`config.mk`:
```
export PLATFORM = sky130hd
export DESIGN_NAME = parity_frame_rx
export DESIGN_NICKNAME = d
export VERILOG_FILES = /design/src/rtl/parity_frame_rx.sv
export SDC_FILE = /design/constraint.sdc
export NUM_CORES = 1
export LEC_CHECK = 0
export CAP_MARGIN = 10
export CELL_PAD_IN_SITES_DETAIL_PLACEMENT = 1
export CELL_PAD_IN_SITES_GLOBAL_PLACEMENT = 1
export CORE_ASPECT_RATIO = 1.4
export CORE_UTILIZATION = 42
export CTS_CLUSTER_DIAMETER = 50
export CTS_CLUSTER_SIZE = 25
export DETAILED_ROUTE_END_ITERATION = 8
export PLACE_DENSITY = 0.79
export SETUP_SLACK_MARGIN = 0.3
export SYNTH_ARGS = -nofsm -noshare
export SYNTH_HDL_FRONTEND = slang
export SYNTH_SLANG_ARGS = --single-unit
export TNS_END_PERCENT = 1
```
`constraint.sdc`:
```
create_clock -name clk -period 2.4 [get_ports clk]
set_input_delay 0.48 -clock clk [delete_from_list [all_inputs] [get_ports clk]]
set_output_delay 0.48 -clock clk [all_outputs]
set_load 0.005 [all_outputs]
```
`src/rtl/parity_frame_rx.sv`:
```
// Serial frame receiver: start bit, 4 data bits (LSB first), parity bit and stop bit.
// Recomputes parity over the nibble and reports it with error flags as a one-cycle valid pulse.
module parity_frame_rx #(
    parameter int CLKS_PER_BIT = 16,
    parameter int PARITY_ODD   = 0
) (
    input  logic       clk,
    input  logic       rst_n,
    input  logic       rx_in,
    output logic [3:0] data_out,
    output logic       data_valid,
    output logic       parity_err,
    output logic       frame_err,
    output logic       busy
);

    // state  | meaning
    // IDLE   | line idle, waiting for a falling edge on rx_s
    // START  | half a bit period into the start bit, confirm it is still low
    // DATA   | sampling the four data bits, one per bit period
    // PARITY | sampling the parity bit
    // STOP   | sampling the stop bit, then latching nibble and flags
    // DONE   | data_valid cycle, back to IDLE next
    typedef enum logic [2:0] {
        IDLE,
        START,
        DATA,
        PARITY,
        STOP,
        DONE
    } state_t;

    localparam int             CW      = $clog2(CLKS_PER_BIT) + 1;
    localparam logic [CW-1:0]  HALF_M1 = CW'(CLKS_PER_BIT / 2 - 1);
    localparam logic [CW-1:0]  FULL_M1 = CW'(CLKS_PER_BIT - 1);
    localparam logic           ODD     = (PARITY_ODD != 0);

    state_t        state;
    state_t        state_next;
    logic          sync1;
    logic          rx_s;
    logic          rx_prev;
    logic          fall;
    logic [CW-1:0] cnt;
    logic [2:0]    idx;
    logic [3:0]    shift;
    logic          par_bit;
    logic          cnt_zero;
    logic          load_half;
    logic          load_full;
    logic          shift_en;
    logic          par_en;
    logic          stop_en;

    always_ff @(posedge clk) begin
        if (!rst_n) begin
            sync1   <= 1'b1;
            rx_s    <= 1'b1;
            rx_prev <= 1'b1;
        end else begin
            sync1   <= rx_in;
            rx_s    <= sync1;
            rx_prev <= rx_s;
        end
    end

    assign fall     = rx_prev & ~rx_s;
    assign cnt_zero = (cnt == '0);

    always_ff @(posedge clk) begin
        if (!rst_n) begin
            state <= IDLE;
        end else begin
            state <= state_next;
        end
    end

    always_comb begin
        state_next = state;
        load_half  = 1'b0;
        load_full  = 1'b0;
        shift_en   = 1'b0;
        par_en     = 1'b0;
        stop_en    = 1'b0;
        case (state)
            IDLE: begin
                if (fall) begin
                    load_half  = 1'b1;
                    state_next = START;
                end
            end
            START: begin
                if (cnt_zero) begin
                    if (rx_s) begin
                        state_next = IDLE;
                    end else begin
                        load_full  = 1'b1;
                        state_next = DATA;
                    end
                end
            end
            DATA: begin
                if (cnt_zero) begin
                    shift_en  = 1'b1;
                    load_full = 1'b1;
                    if (idx == 3'd3) begin
                        state_next = PARITY;
                    end
                end
            end
            PARITY: begin
                if (cnt_zero) begin
                    par_en     = 1'b1;
                    load_full  = 1'b1;
                    state_next = STOP;
                end
            end
            STOP: begin
                if (cnt_zero) begin
                    stop_en    = 1'b1;
                    state_next = DONE;
                end
            end
            DONE: begin
                state_next = IDLE;
            end
            default: begin
                state_next = IDLE;
            end
        endcase
    end

    always_ff @(posedge clk) begin
        if (!rst_n) begin
            cnt        <= '0;
            idx        <= '0;
            shift      <= '0;
            par_bit    <= 1'b0;
            data_out   <= '0;
            parity_err <= 1'b0;
            frame_err  <= 1'b0;
        end else begin
            if (load_half) begin
                cnt <= HALF_M1;
            end else if (load_full) begin
                cnt <= FULL_M1;
            end else if (!cnt_zero) begin
                cnt <= cnt - CW'(1);
            end

            if (load_half) begin
                idx <= '0;
            end else if (shift_en) begin
                idx <= idx + 3'd1;
            end

            if (shift_en) begin
                shift <= {rx_s, shift[3:1]};
            end
            if (par_en) begin
                par_bit <= rx_s;
            end
            // Flags only move when a complete frame lands, so false starts never disturb them.
            if (stop_en) begin
                data_out   <= shift;
                parity_err <= ((^shift) ^ ODD) != par_bit;
                frame_err  <= ~rx_s;
            end
        end
    end

    assign data_valid = (state == DONE);
    assign busy       = (state != IDLE);

endmodule

```
======== Word-level counts from Yosys, hierarchy flattened ========
Index checks and enable logic that the tools add are counted.
W data, S select, Z words.
word-level totals
  word-level logic and storage cells ...... 61
  output and inout port bits .............. 8
  flip-flop bits (word level) ............. 25
  memories ................................ 0
  bits in read-only memories .............. 0
  input bits .............................. 3
  RAM bits ................................ 0
  latch bits .............................. 0
operators by class
  divide/modulo/power cells ............... 0
  $mul .................................... 0
  $lt $le $gt $ge ......................... 0
  shifts and indexed selects .............. 0
  equal/unequal tests ..................... 15
  mux-type cells .......................... 20
  reductions and logical operators ........ 8
  add/subtract/negate cells ............... 2
  bitwise logic cells ..................... 3
operator list
  kind                   number
  $mux W3                7
  $pmux W3 S5            1
  $ne A2 B2 Y1 const B   6
  $eq A3 B2 Y1 const B   3
  $mux W1                8
  $mux W4                2
  $eq A3 B3 Y1 const B   2
  $reduce_and A6 Y1      1
  $logic_not A5 Y1       1
  $sub A5 B1 Y5 const B  1
  $reduce_or A2 Y1       2
  $reduce_xor A4 Y1      1
  $add A3 B1 Y3 const B  1
  $eq A3 B1 Y1 const B   1
  $logic_not A3 Y1       1
  $ne A3 B1 Y1 const B   1
  $reduce_bool A3 Y1     1
  $reduce_or A3 Y1       1
  $mux W2                1
  $ne A2 B1 Y1 const B   1
  $not A1 Y1             2
  $pmux W1 S2            1
  $and A1 B1 Y1          1
  $ne A1 B1 Y1           1

======== Longest topological paths before layout ========
  depth in word-level cells ............... 5
  gate-level depth with buffers ........... 7
  mapped depth without buffers ............ 6

======== Worst setup path before layout ========
Ideal clock, no wire load.
  path kind ............................... register to register
  start ................................... register cnt[0]
  end ..................................... register shift[0]
  setup time .............................. 116 ps
  slack ................................... 502 ps
  arrival time ............................ 1782 ps
  path buffers ............................ 1
  data required time ...................... 2284 ps
  stages on the path, launching flop included .. 8
  clock period less this slack ............ 1898 ps
  cells stage by stage .................... dfxtp_1 -> inv_1 -> ha_1 -> or4b_1 -> buf_2 -> nor4_4 -> mux2i_1 -> nor2b_1
on the way
  longest elaborated chain between the ends .. 3
ends and longest elaborated chain
  item                    line  source
  from (decl)             44    logic [CW-1:0] cnt;
  from (signal assigned)  148   cnt <= cnt - CW'(1);
  $logic_not A5 Y1        68    assign cnt_zero = (cnt == '0);
  $mux W1                 103   if (cnt_zero) begin
  $mux W1                 85    case (state)
  to (signal assigned)    158   shift <= {rx_s, shift[3:1]};
  to (decl)               46    logic [3:0] shift;
Every way passes these cells.
A chain may end at the register's enable or synchronous reset.

======== Worst setup path in the final report ========
  start ................................... register state[0]
  end ..................................... output busy
on the way
  longest elaborated chain between the ends .. 1
ends and longest elaborated chain
  item                    line  source
  from (decl)             38    state_t state;
  from (signal assigned)  74    state <= state_next;
  $reduce_bool A3 Y1      173   assign busy = (state != IDLE);
  to (decl)               14    output logic busy
Every way passes these cells.

==> impl.org <==
** Status
- The flow ran to the end, and the final reports show no timing, DRC or antenna violations.

** Drt
- In the final routed layout, each cell accounts on average for between 10 and 15 um.
- For this run, design rule violations remaining after detail routing come to 0.
- Aggregate routed wire length :: 2160 um
- Post-route ant nets :: 0
- First-pass detailed-route iteration total :: 2
- Number of DRC markers after the initial detailed-route iteration :: 3
- Via/cell ratio :: slightly above 5
- Across all layers, the routed design uses 841 vias.

** Final layout
- Once layout is complete, the utilization of the core stands at roughly half.
- Relative to the synthesized area, the layout overhead comes to 15.6%.
- Net count reported at finish :: about 140
- The repair_antennas step left the layout with diodes totalling 0.
- Leaving out fill and tap cells, the most frequent cell in the layout is dfxtp_1.
- The finished cells cover between 0.001 and 0.0015 mm2.
- Proportion of layout cells with a drive suffix above 1 :: roughly 9%
- The library cells used most frequently in the layout, excluding fill and tap cells, are dfxtp_1, mux2i_1, nor2b_1, clkdlybuf4s50_1.

** Pwr
- Of the total power, the clock network draws between 10% and 20%.
- Of the total power, the share spent switching nets is 33.6%.
- Combinational Power Share :: 32.2%
- Sequential cells account for 49.6% of the total power.
- Static leakage :: approximately 0.52 nW
- Cell internal pwr :: ~670 uW
- Net Switching :: ~340 uW
- Power spread over the standard cell area amounts to ~760 mW/mm2.
- The worst-case IR drop observed on VDD is about 400 uV.

** Die
- The die is 46.2 um wide.
- Core Area :: ~0.0026 mm2
- The die covers just under 0.003 mm2.
- For this configuration, the core starts out at a cell density of a little over two fifths.
- Standard-cell row count :: 22
- 11 I/O pins were placed.
- Die span in y :: 63.8 um

** Timing
- For the pin with the worst max-slew slack, the measured transition is roughly 0.53 ns.
- Post-Route Skew :: approximately 0.0078 ns
- Timing would allow up to 480 MHz.
- After layout, the minimum clock period comes to about 2.1 ns.
- Final hold violation count :: 0
- In this run the tightest slew margin relative to its limit is 63.9%.
- Ratio of final minimum period to clock period :: 86.8%
- The final count of pins violating max slew came to 0.
- RSZ-0062 raised after global routing :: yes
- In the final timing run, aggregate negative setup slack is 0 ns.
- Finish-stage setup viols :: 0

** Clocking
- The clock reaches the later pin of the worst-skew pair after roughly 0.31 ns.
- Buffers inserted to repair hold after CTS numbered 0.
- CTS Buffer Depth :: 2
- Counting every sink on the clock net gives 25.
- Clk slew on worst S/H paths :: 0.13 ns
- Library cell used as clock root buffer :: clkbuf_4
- Clock tree from TritonCTS :: done
- Number of CTS-inserted buffers :: 3
- Clock H-tree levels :: 1

** Critical path
- Path type of the worst setup path :: register to output pin
- The worst setup path is launched from a register.
- Along the worst path, the maximum fanout reaches 10.
- Req. time, crit path :: 1.92 ns
- The worst setup path is captured at an output pin.
- At the worst endpoint, the arrival time is about 1.6 ns.

** Yosys
- Yosys mapped the design onto 31 distinct sky130hd cell types.
- The share of synthesized area in the top cell type comes to around 44%.
- Biggest area consumer among synthesized cells :: dfxtp_1
- Proportion of synthesized chip area in sequential cells :: 43.6%
- Synthesis handed over a netlist of between 100 and 150 instances.
- The synthesized netlist occupies a cell area of 0.00115 mm2.
- Number of flip-flops and latches in the synthesized netlist :: 25
- Top area cells in the synthesized netlist :: dfxtp_1, mux2i_1, nor2b_1
- Predominant post-synthesis flop cell :: dfxtp_1
- After synthesis, the mean cell area works out to around 9.6 um2.
- Counting flops with a built-in enable in the synthesized netlist gives 0.
- Yosys warnings :: 0
- Synthesized netlist net count :: between 100 and 150
- Async set-reset flop share out of synthesis :: 0%

** Global route
- Sum of overflow across all layers after global routing :: 0
- Global routing used 16.9% of the available tracks.
- The number of antenna violations at the first check in global routing was 0.
- Number of global-route vias before repair :: 850
- Pin count of the biggest net entering global routing :: 21
- First-pass GRT wire length :: ~3700 um

** Worst hold path
- The tightest min-delay check is of the register to register type.

** Placement
- In this run the tool buffered the top-level ports with 10 buffer cells.
- Once placement finished, the instance area stood at 0.00128 mm2.
- Routability-driven placement finished with a final weighted congestion of 0.695.
- Once detailed placement completed, the half-perimeter wirelength came to about 1600 um.

** Job
- Max-cap violations in this run came to 0.
[synthesized netlist by cell type (2+ instances only)]
library cell / number
dfxtp_1: 25
mux2i_1: 12
nor2b_1: 11
nand2_1: 8
nor2_1: 8
a21oi_1: 7
clkbuf_1: 5
ha_1: 4
inv_1: 4
nand2b_1: 4
o21a_1: 3
o21ai_0: 3
a21boi_0: 2
a31oi_1: 2
and3_1: 2
nand3_1: 2
nor3b_1: 2
or3_1: 2
xnor2_1: 2
[layout make-up]
type	count	area [um2]
repair buffers	13	123
fillers	303	1290
clock buffers	4	26.3
well taps	36	45.0
inverters	4	15.0
flip-flops and latches	25	500
multi-input cells	85	617
[critical path, stage by stage, from the launching register on]
cell and delay, ns:
dfxtp_1 0.43, or3_1 0.41, clkdlybuf4s50_1 0.45
[logic make-up (layout without fill, tap and decap cells)]
logic type | after synthesis | after routing | share of synthesized area (%)
AND/OR/NAND/NOR | 46 | 46 | 23.7
flip-flops | 25 | 25 | 43.6
AO/OA/AOI/OAI | 19 | 19 | 10.2
multiplexers | 12 | 12 | 10.5
buffers and inverters | 10 | 21 | 3.38
adder cells (fa/ha/maj) | 4 | 4 | 4.36
XOR/XNOR | 4 | 4 | 4.25
[power by group through the flow]
stage | combinational [mW] | clock (mW) | sequential, mW
2_1_floorplan | 0.249 | 0 | 0.493
6_report | 0.325 | 0.184 | 0.501
3_3_place_gp | 0.297 | 0 | 0.505
4_1_cts | 0.317 | 0.190 | 0.500
3_5_place_dp | 0.314 | 0 | 0.510
5_1_grt | 0.360 | 0.206 | 0.508
[final timing paths]
path | start | endpoint | slack, ns | cells after the start
min reg2reg | sync1 | rx_s | 0.44 | 1
max | state[0] | busy | 0.32 | 2
max reg2reg | cnt[0] | shift[0] | 0.40 | 7
min | sync1 | rx_s | 0.44 | 1
[stage by stage]
stage | std cells | setup slack, ns | hold WS, ns | power [mW]
finish | 167 | 0.317 | 0.440 | 1.01
global route | 167 | 0.237 | 0.494 | 1.07
CTS | 167 | 0.304 | 0.446 | 1.01
detailed placement | 162 | 0.264 | 0.410 | 0.824
global placement | 162 | 0.376 | 0.393 | 0.802
floorplan | 120 | 0.502 | 0.386 | 0.742
[layer usage]
metal  track usage, %  wire [um]  vias up
li1                 -          -      428
met1             19.4        945      408
met2             29.4       1170        5
met3             3.39         40        0
met4             6.25          0        0
met5                0          0        -
[what timing repair did]
action                                  CTS  global route
setup buffers                             1             0
gates resized for setup                   0             2
endpoints found under the hold margin     0             0
pin swaps                                 1             0
endpoints found under the setup margin    6            12
[registers in the layout (all words and copies together), names as in the netlist, 3 cells and up]
name      count
data_out      4
shift         4
idx           3
state         3
cnt           5
No activity file was read; power rests on OpenSTA's default activity.
